[config.mk]
export PLATFORM = sky130hd
export DESIGN_NAME = mem_arbiter
export DESIGN_NICKNAME = d
export VERILOG_FILES = /design/src/rtl/core_pkg.sv /design/src/rtl/mem_arbiter_id_fifo.sv /design/src/rtl/mem_arbiter.sv
export SDC_FILE = /design/constraint.sdc
export NUM_CORES = 1
export LEC_CHECK = 0
export CAP_MARGIN = 20
export CORE_AREA = 2 2 122 124
export DETAILED_ROUTE_END_ITERATION = 8
export DIE_AREA = 0 0 124 126
export DONT_BUFFER_PORTS = 1
export PLACE_DENSITY_LB_ADDON = 0.1
export SETUP_SLACK_MARGIN = 0.2
export SYNTH_ARGS = -nofsm -noshare
export SYNTH_HDL_FRONTEND = slang
export SYNTH_HIERARCHICAL = 1
export SYNTH_SLANG_ARGS = --single-unit
[constraint.sdc]
create_clock -name clk_i -period 5.6 [get_ports clk_i]
set_input_delay 0.84 -clock clk_i [delete_from_list [all_inputs] [get_ports clk_i]]
set_output_delay 0.84 -clock clk_i [all_outputs]
set_load 0.005 [all_outputs]
[src/rtl/core_pkg.sv]
// Shared core-level types and widths used by the memory arbiter.
package core_pkg;

   localparam int Xlen     = 32;
   localparam int MaskBits = Xlen / 8;

   // Identifies which core port issued a memory request.
   typedef enum logic {
      ArbInst = 1'b0,
      ArbData = 1'b1
   } arb_id_e;

   // Arbiter grant state: free arbitration or held on a stalled request.
   typedef enum logic {
      ArbIdle,
      ArbLocked
   } arb_state_e;

endpackage

[src/rtl/mem_arbiter_id_fifo.sv]
// Small FIFO holding the issuer ID of each accepted-but-unanswered request.
// Supports push and pop in the same cycle; Depth must be a power of two.
module id_fifo #(
   parameter int Width = 1,
   parameter int Depth = 4
) (
   input  logic             clk_i,
   input  logic             rst_i,
   input  logic             push_i,
   input  logic [Width-1:0] din_i,
   input  logic             pop_i,
   output logic [Width-1:0] dout_o,
   output logic             full_o,
   output logic             empty_o
);

   localparam int PtrW = $clog2(Depth);
   localparam int CntW = PtrW + 1;

   logic [Width-1:0] store [Depth];
   logic [PtrW-1:0]  wr_ptr;
   logic [PtrW-1:0]  rd_ptr;
   logic [CntW-1:0]  count;
   logic             do_push;
   logic             do_pop;

   assign full_o  = (count == CntW'(Depth));
   assign empty_o = (count == '0);
   assign do_push = push_i && !full_o;
   assign do_pop  = pop_i && !empty_o;
   assign dout_o  = store[rd_ptr];

   // Pointer and occupancy bookkeeping; pointers wrap naturally at Depth.
   always_ff @(posedge clk_i or posedge rst_i) begin
      if (rst_i) begin
         wr_ptr <= '0;
         rd_ptr <= '0;
         count  <= '0;
      end else begin
         if (do_push) wr_ptr <= wr_ptr + 1'b1;
         if (do_pop)  rd_ptr <= rd_ptr + 1'b1;
         case ({do_push, do_pop})
            2'b10:   count <= count + 1'b1;
            2'b01:   count <= count - 1'b1;
            default: count <= count;
         endcase
      end
   end

   // Entry storage; contents are meaningless until written, so no reset.
   always_ff @(posedge clk_i) begin
      if (do_push) store[wr_ptr] <= din_i;
   end

endmodule

[src/rtl/mem_arbiter.sv]
// Shares one memory port between instruction fetch and the LSU.
// Round-robin on contention, grant held while a request is stalled
// downstream, and an ID FIFO routes in-order responses to their issuer.
module mem_arbiter
   import core_pkg::*;
#(
   parameter int MaxOutstanding = 4,
   parameter int Xlen           = core_pkg::Xlen
) (
   input  logic              clk_i,
   input  logic              rst_i,
   input  logic              instmem_valid_i,
   output logic              instmem_ready_o,
   input  logic [Xlen-1:0]   instmem_addr_i,
   input  logic [Xlen-1:0]   instmem_wdata_i,
   input  logic [Xlen/8-1:0] instmem_wmask_i,
   output logic [Xlen-1:0]   instmem_rdata_o,
   output logic              instmem_rvalid_o,
   input  logic              datamem_valid_i,
   output logic              datamem_ready_o,
   input  logic [Xlen-1:0]   datamem_addr_i,
   input  logic [Xlen-1:0]   datamem_wdata_i,
   input  logic [Xlen/8-1:0] datamem_wmask_i,
   output logic [Xlen-1:0]   datamem_rdata_o,
   output logic              datamem_rvalid_o,
   output logic              mem_valid_o,
   input  logic              mem_ready_i,
   output logic [Xlen-1:0]   mem_addr_o,
   output logic [Xlen-1:0]   mem_wdata_o,
   output logic [Xlen/8-1:0] mem_wmask_o,
   input  logic [Xlen-1:0]   mem_rdata_i,
   input  logic              mem_rvalid_i,
   output logic              rsp_err_o
);

   arb_state_e state;
   arb_id_e    rr_last;
   arb_id_e    lock_id;
   arb_id_e    grant;
   logic       grant_valid;
   logic       accept;
   logic       fifo_full;
   logic       fifo_empty;
   logic       pop;
   logic [0:0] head;

   // Pick the requester: locked ID wins, otherwise round-robin on a tie.
   always_comb begin
      grant = ArbInst;
      if (state == ArbLocked) begin
         grant = lock_id;
      end else if (instmem_valid_i && datamem_valid_i) begin
         grant = (rr_last == ArbInst) ? ArbData : ArbInst;
      end else if (datamem_valid_i) begin
         grant = ArbData;
      end
   end

   assign grant_valid = (grant == ArbInst) ? instmem_valid_i : datamem_valid_i;

   // Outputs are forced quiet while reset is held so a mid-transaction
   // reset never presents a request or handshake downstream.
   assign mem_valid_o     = grant_valid && !fifo_full && !rst_i;
   assign accept          = mem_valid_o && mem_ready_i;
   assign instmem_ready_o = accept && (grant == ArbInst);
   assign datamem_ready_o = accept && (grant == ArbData);

   assign mem_addr_o  = (grant == ArbInst) ? instmem_addr_i  : datamem_addr_i;
   assign mem_wdata_o = (grant == ArbInst) ? instmem_wdata_i : datamem_wdata_i;
   assign mem_wmask_o = (grant == ArbInst) ? instmem_wmask_i : datamem_wmask_i;

   assign pop              = mem_rvalid_i && !fifo_empty && !rst_i;
   assign instmem_rvalid_o = pop && (head == 1'(ArbInst));
   assign datamem_rvalid_o = pop && (head == 1'(ArbData));
   assign instmem_rdata_o  = mem_rdata_i;
   assign datamem_rdata_o  = mem_rdata_i;

   // Grant FSM: lock onto a stalled requester, round-robin pointer on accept.
   always_ff @(posedge clk_i or posedge rst_i) begin
      if (rst_i) begin
         state   <= ArbIdle;
         rr_last <= ArbInst;
         lock_id <= ArbInst;
      end else begin
         if (accept) begin
            state   <= ArbIdle;
            rr_last <= grant;
         end else if (state == ArbIdle && mem_valid_o) begin
            state   <= ArbLocked;
            lock_id <= grant;
         end
      end
   end

   // Sticky flag for a response arriving with nothing outstanding.
   always_ff @(posedge clk_i or posedge rst_i) begin
      if (rst_i) begin
         rsp_err_o <= 1'b0;
      end else if (mem_rvalid_i && fifo_empty) begin
         rsp_err_o <= 1'b1;
      end
   end

   id_fifo #(
      .Width (1),
      .Depth (MaxOutstanding)
   ) u_id_fifo (
      .clk_i   (clk_i),
      .rst_i   (rst_i),
      .push_i  (accept),
      .din_i   (1'(grant)),
      .pop_i   (pop),
      .dout_o  (head),
      .full_o  (fifo_full),
      .empty_o (fifo_empty)
   );

endmodule

==> results.md <==
- Setup repair after global routing left no endpoint under its margin.
- The number of antenna violations at the first check in global routing is 5.
- The setup path with the least slack is of type in -> out.
- Entering global routing, the biggest net connects 49 pins.
- The register cell area after layout is 395 um2.
- The number of ports placed on the die boundary is 312.
- The register clock-pin slew on the reported worst setup and hold paths is 0.05 ns.
- In this run the static leakage power is 0.712 nW.
- The multi-input logic area is 1200 um2.
- The number of gates resized after CTS was 0.
- The net switching component of the power is 423 uW.
- The longest clock path from root to sink contains 2 buffers.
- The share of power burned in registers is 20.5%.
- By area the synthesized netlist is led by sky130_fd_sc_hd__mux2_2 (37%), sky130_fd_sc_hd__buf_4 (23%), sky130_fd_sc_hd__dfrtp_1 (13%), sky130_fd_sc_hd__edfxtp_1 (5.6%), sky130_fd_sc_hd__ha_1 (2.9%).
- The via count of the first global-routing pass was 1329.
- The TritonCTS buffer count is 3.
- After detailed routing, the total wire length is 8740 um.
- Global routing consumed, on the met1 layer, 9.71% of the routing resources.
- VDD sags by at most 0.100 mV.
- The number of remaining DRC errors is 0.
- The type of destination of the critical path is an output port.
- Summing over every cut layer, the via total after detailed routing is 1264.
- Yosys printed 6 warnings.
- The met3 track utilization from global routing is 5.62%.
- The peak fanout along the critical path is 48.
- The die height is 126 um.
- In the finished design, the share of the clock period the worst path needs comes to 65.3%.
- The TritonCTS clock tree is built.
- The count of hold buffers inserted by post-cts repair is 0.
- The portion of total power attributed to the clock network is 14.0%.
- The area share of the leading cell type in the synthesized netlist is 37.3%.
- The total power density per cell area is 507 nW/um2.
- The setup fix buffers added after clock tree synthesis is 0.
- The initial standard-cell utilization of the core is 15.0%.
- The number of nets handed over by synthesis was 393.
- The total count of hold-check failures in the final report is 0.
- STA puts the critical path data required time at 4.76 ns.
- For the pin with the worst max-slew slack, the measured transition is 0.863 ns.
- The path class of the tightest hold or removal check is in -> async.
- The flow ran to the end, and the final reports show no timing, DRC or antenna violations.
- The arrival time of the worst setup path is 2.82 ns.
- The root buffer cell is sky130_fd_sc_hd__clkbuf_16.
- The library cell occupying the most area in the post-synthesis netlist is sky130_fd_sc_hd__mux2_2.
- The H-tree depth is 1.
- The post-synthesis sequential element count is 15.
- The combinational share of power is 65.4%.
- The top flip-flop cell by instance count after synthesis is sky130_fd_sc_hd__dfrtp_1.
- The share of async-settable or async-resettable flops after synthesis is 73.3%.
- The average instance in the mapped netlist occupies 10.1 um2.
- The portion of the post-synthesis area used by sequential elements is 18.4%.
- The post-route total power is 990 uW.
- Relative to the synthesized area, the layout overhead comes to -8.82%.
- The category of the worst setup path launch point is an input port.
- The global routing stage identified its most utilized layer as met2.
- The die width is 124 um.
- The worst-skew pair later-pin latency is 0.24 ns.
- On the final layout, the worst clock skew is 0.00328 ns.
- The remaining antenna violation count is 0.
- Detailed placement ended at an HPWL of 7870 um.
- Cell internal power was estimated by the tool at 568 uW.
- Counting the fill cells in the layout gives 1613.
- The die covers 15600 um2.
- The total count of max-transition violations in the final report is 0.
- The switching share of power is 42.7%.
- The final setup TNS is 0 ns.
- The core region is 14300 um2.
- The headroom to the max-slew limit is 42.3%.
- The tool flagged a number of max-cap violations equal to 0.
- The post-synthesis cell count is 213.
- Summed over all layers, the global routing overflow is 0.
- The final routed wire length divided by cell count is 26.2 um.
- The distinct cell type count of the synthesized netlist is 31.
- Of the cells placed in the final design, the portion with a size suffix greater than 1 is 57.8%.
- The initialized floorplan defines 44 standard-cell rows.
- The count of flip-flops with a built-in enable after synthesis is 4.
- The routed design could run at a clock period as short as 3.66 ns.
- Setup violations remaining at the end of the flow were counted as 0.
- The post-synthesis instance area is 2140 um2.
- For this run, the detailed router's first-pass iteration total came to 4.
- The most common cell in the synthesized netlist is sky130_fd_sc_hd__mux2_2.
- Static timing analysis puts the maximum clock frequency at 273 MHz.
- The final layout contains 328 nets.
- The global router's overall resource usage is 10.1%.
- By count the netlist is led by sky130_fd_sc_hd__mux2_2 (71), sky130_fd_sc_hd__buf_4 (65), sky130_fd_sc_hd__dfrtp_1 (11), sky130_fd_sc_hd__inv_1 (10), sky130_fd_sc_hd__buf_2 (6).
- The via-per-instance ratio is 3.80.
- Clock tree synthesis found a total of 15 sinks.
- The first global-routing pass estimated 10700 um of wire.
- The global routing met2 resource utilization is 17.6%.
- The placer congestion estimate is 0.622.
- The port buffer count is 0.
- For this block, the initial DRC count from the detailed router was 39.
-- cell usage in the layout, fill, tap and decap left out, types with 2 or more instances in the layout --
cell and n:
sky130_fd_sc_hd__mux2_2 71, sky130_fd_sc_hd__xor2_1 3, sky130_fd_sc_hd__nor2_1 4, sky130_fd_sc_hd__clkbuf_16 3
sky130_fd_sc_hd__diode_2 2, sky130_fd_sc_hd__nor2b_1 2, sky130_fd_sc_hd__and2_2 2, sky130_fd_sc_hd__xnor2_1 3
sky130_fd_sc_hd__and2_1 4, sky130_fd_sc_hd__edfxtp_1 4, sky130_fd_sc_hd__inv_1 10, sky130_fd_sc_hd__o21ai_0 3
sky130_fd_sc_hd__nand2_1 3, sky130_fd_sc_hd__nor3b_1 2, sky130_fd_sc_hd__dfrtp_1 11, sky130_fd_sc_hd__ha_1 5
-- registers in the layout, indices dropped and copies added, names as in the netlist --
signal            flops
lock_id               1
rr_last               1
rsp_err_o             1
state                 1
u_id_fifo/count       3
u_id_fifo/rd_ptr      2
u_id_fifo/store       4
u_id_fifo/wr_ptr      2
-- per-stage QoR --
stage	worst slack (ns)	instances	hold slack, ns	util, %	cell area, um2
6_report	1.94	333	0.363	13.7	1950
5_1_grt	1.75	331	0.385	13.6	1950
4_1_cts	1.87	331	0.367	13.6	1950
3_5_place_dp	1.87	327	0.484	13.1	1870
3_3_place_gp	1.91	327	0.478	13.1	1870
2_1_floorplan	2.99	213	0.451	-	2140
-- critical path: stages --
cell,delay [ns]
sky130_fd_sc_hd__nor2b_1,0.13
sky130_fd_sc_hd__a21oi_4,0.69
sky130_fd_sc_hd__buf_4,0.63
sky130_fd_sc_hd__mux2_2,0.47
-- layout make-up --
type                       count  share of cell area, %
antenna                        2                  0.256
sequential                    15                   20.2
tap                          184                   11.8
timing repair buffer           1                  0.384
inverter                      11                   2.11
multi-input combinational    116                   61.2
clock buffer                   4                   4.03
-- cells by family after synthesis --
kind of cell | synth area share [%]
buffers and inverters | 26.1
multiplexers | 39.1
AND/OR/NAND/NOR | 6.77
flip-flops | 18.4
AO/OA/AOI/OAI | 3.33
XOR/XNOR | 2.45
adder cells (fa/ha/maj) | 3.85
-- path summary, 6_finish.rpt --
path                                  endpoint  slack [ns]                start  cells after the start
max                            mem_wdata_o[29]        1.94      datamem_valid_i                      4
min in group clk_i         u_id_fifo/rd_ptr[1]        0.48  u_id_fifo/rd_ptr[1]                      1
max reg2reg                 u_id_fifo/count[2]        3.11                state                     11
min reg2reg                u_id_fifo/rd_ptr[1]        0.48  u_id_fifo/rd_ptr[1]                      1
max in group asynchronous  u_id_fifo/wr_ptr[1]        4.94                rst_i                      1
min                                  rsp_err_o        0.36                rst_i                      1
-- power groups by stage --
stage                     clock network, mW  logic [mW]  registers (mW)
after floorplan                           0       0.569           0.195
after global placement                    0       0.660           0.210
after detailed placement                  0       0.670           0.208
after CTS                             0.145       0.673           0.206
after global routing                  0.147       0.719           0.213
final                                 0.139       0.648           0.203
-- metal layers --
metal / share of wire, % / up-vias
li1: - / 530
met1: 31 / 557
met2: 50 / 137
met3: 15 / 38
met4: 4.5 / 2
met5: 0.14 / -
(Power assumes the default switching activity.)
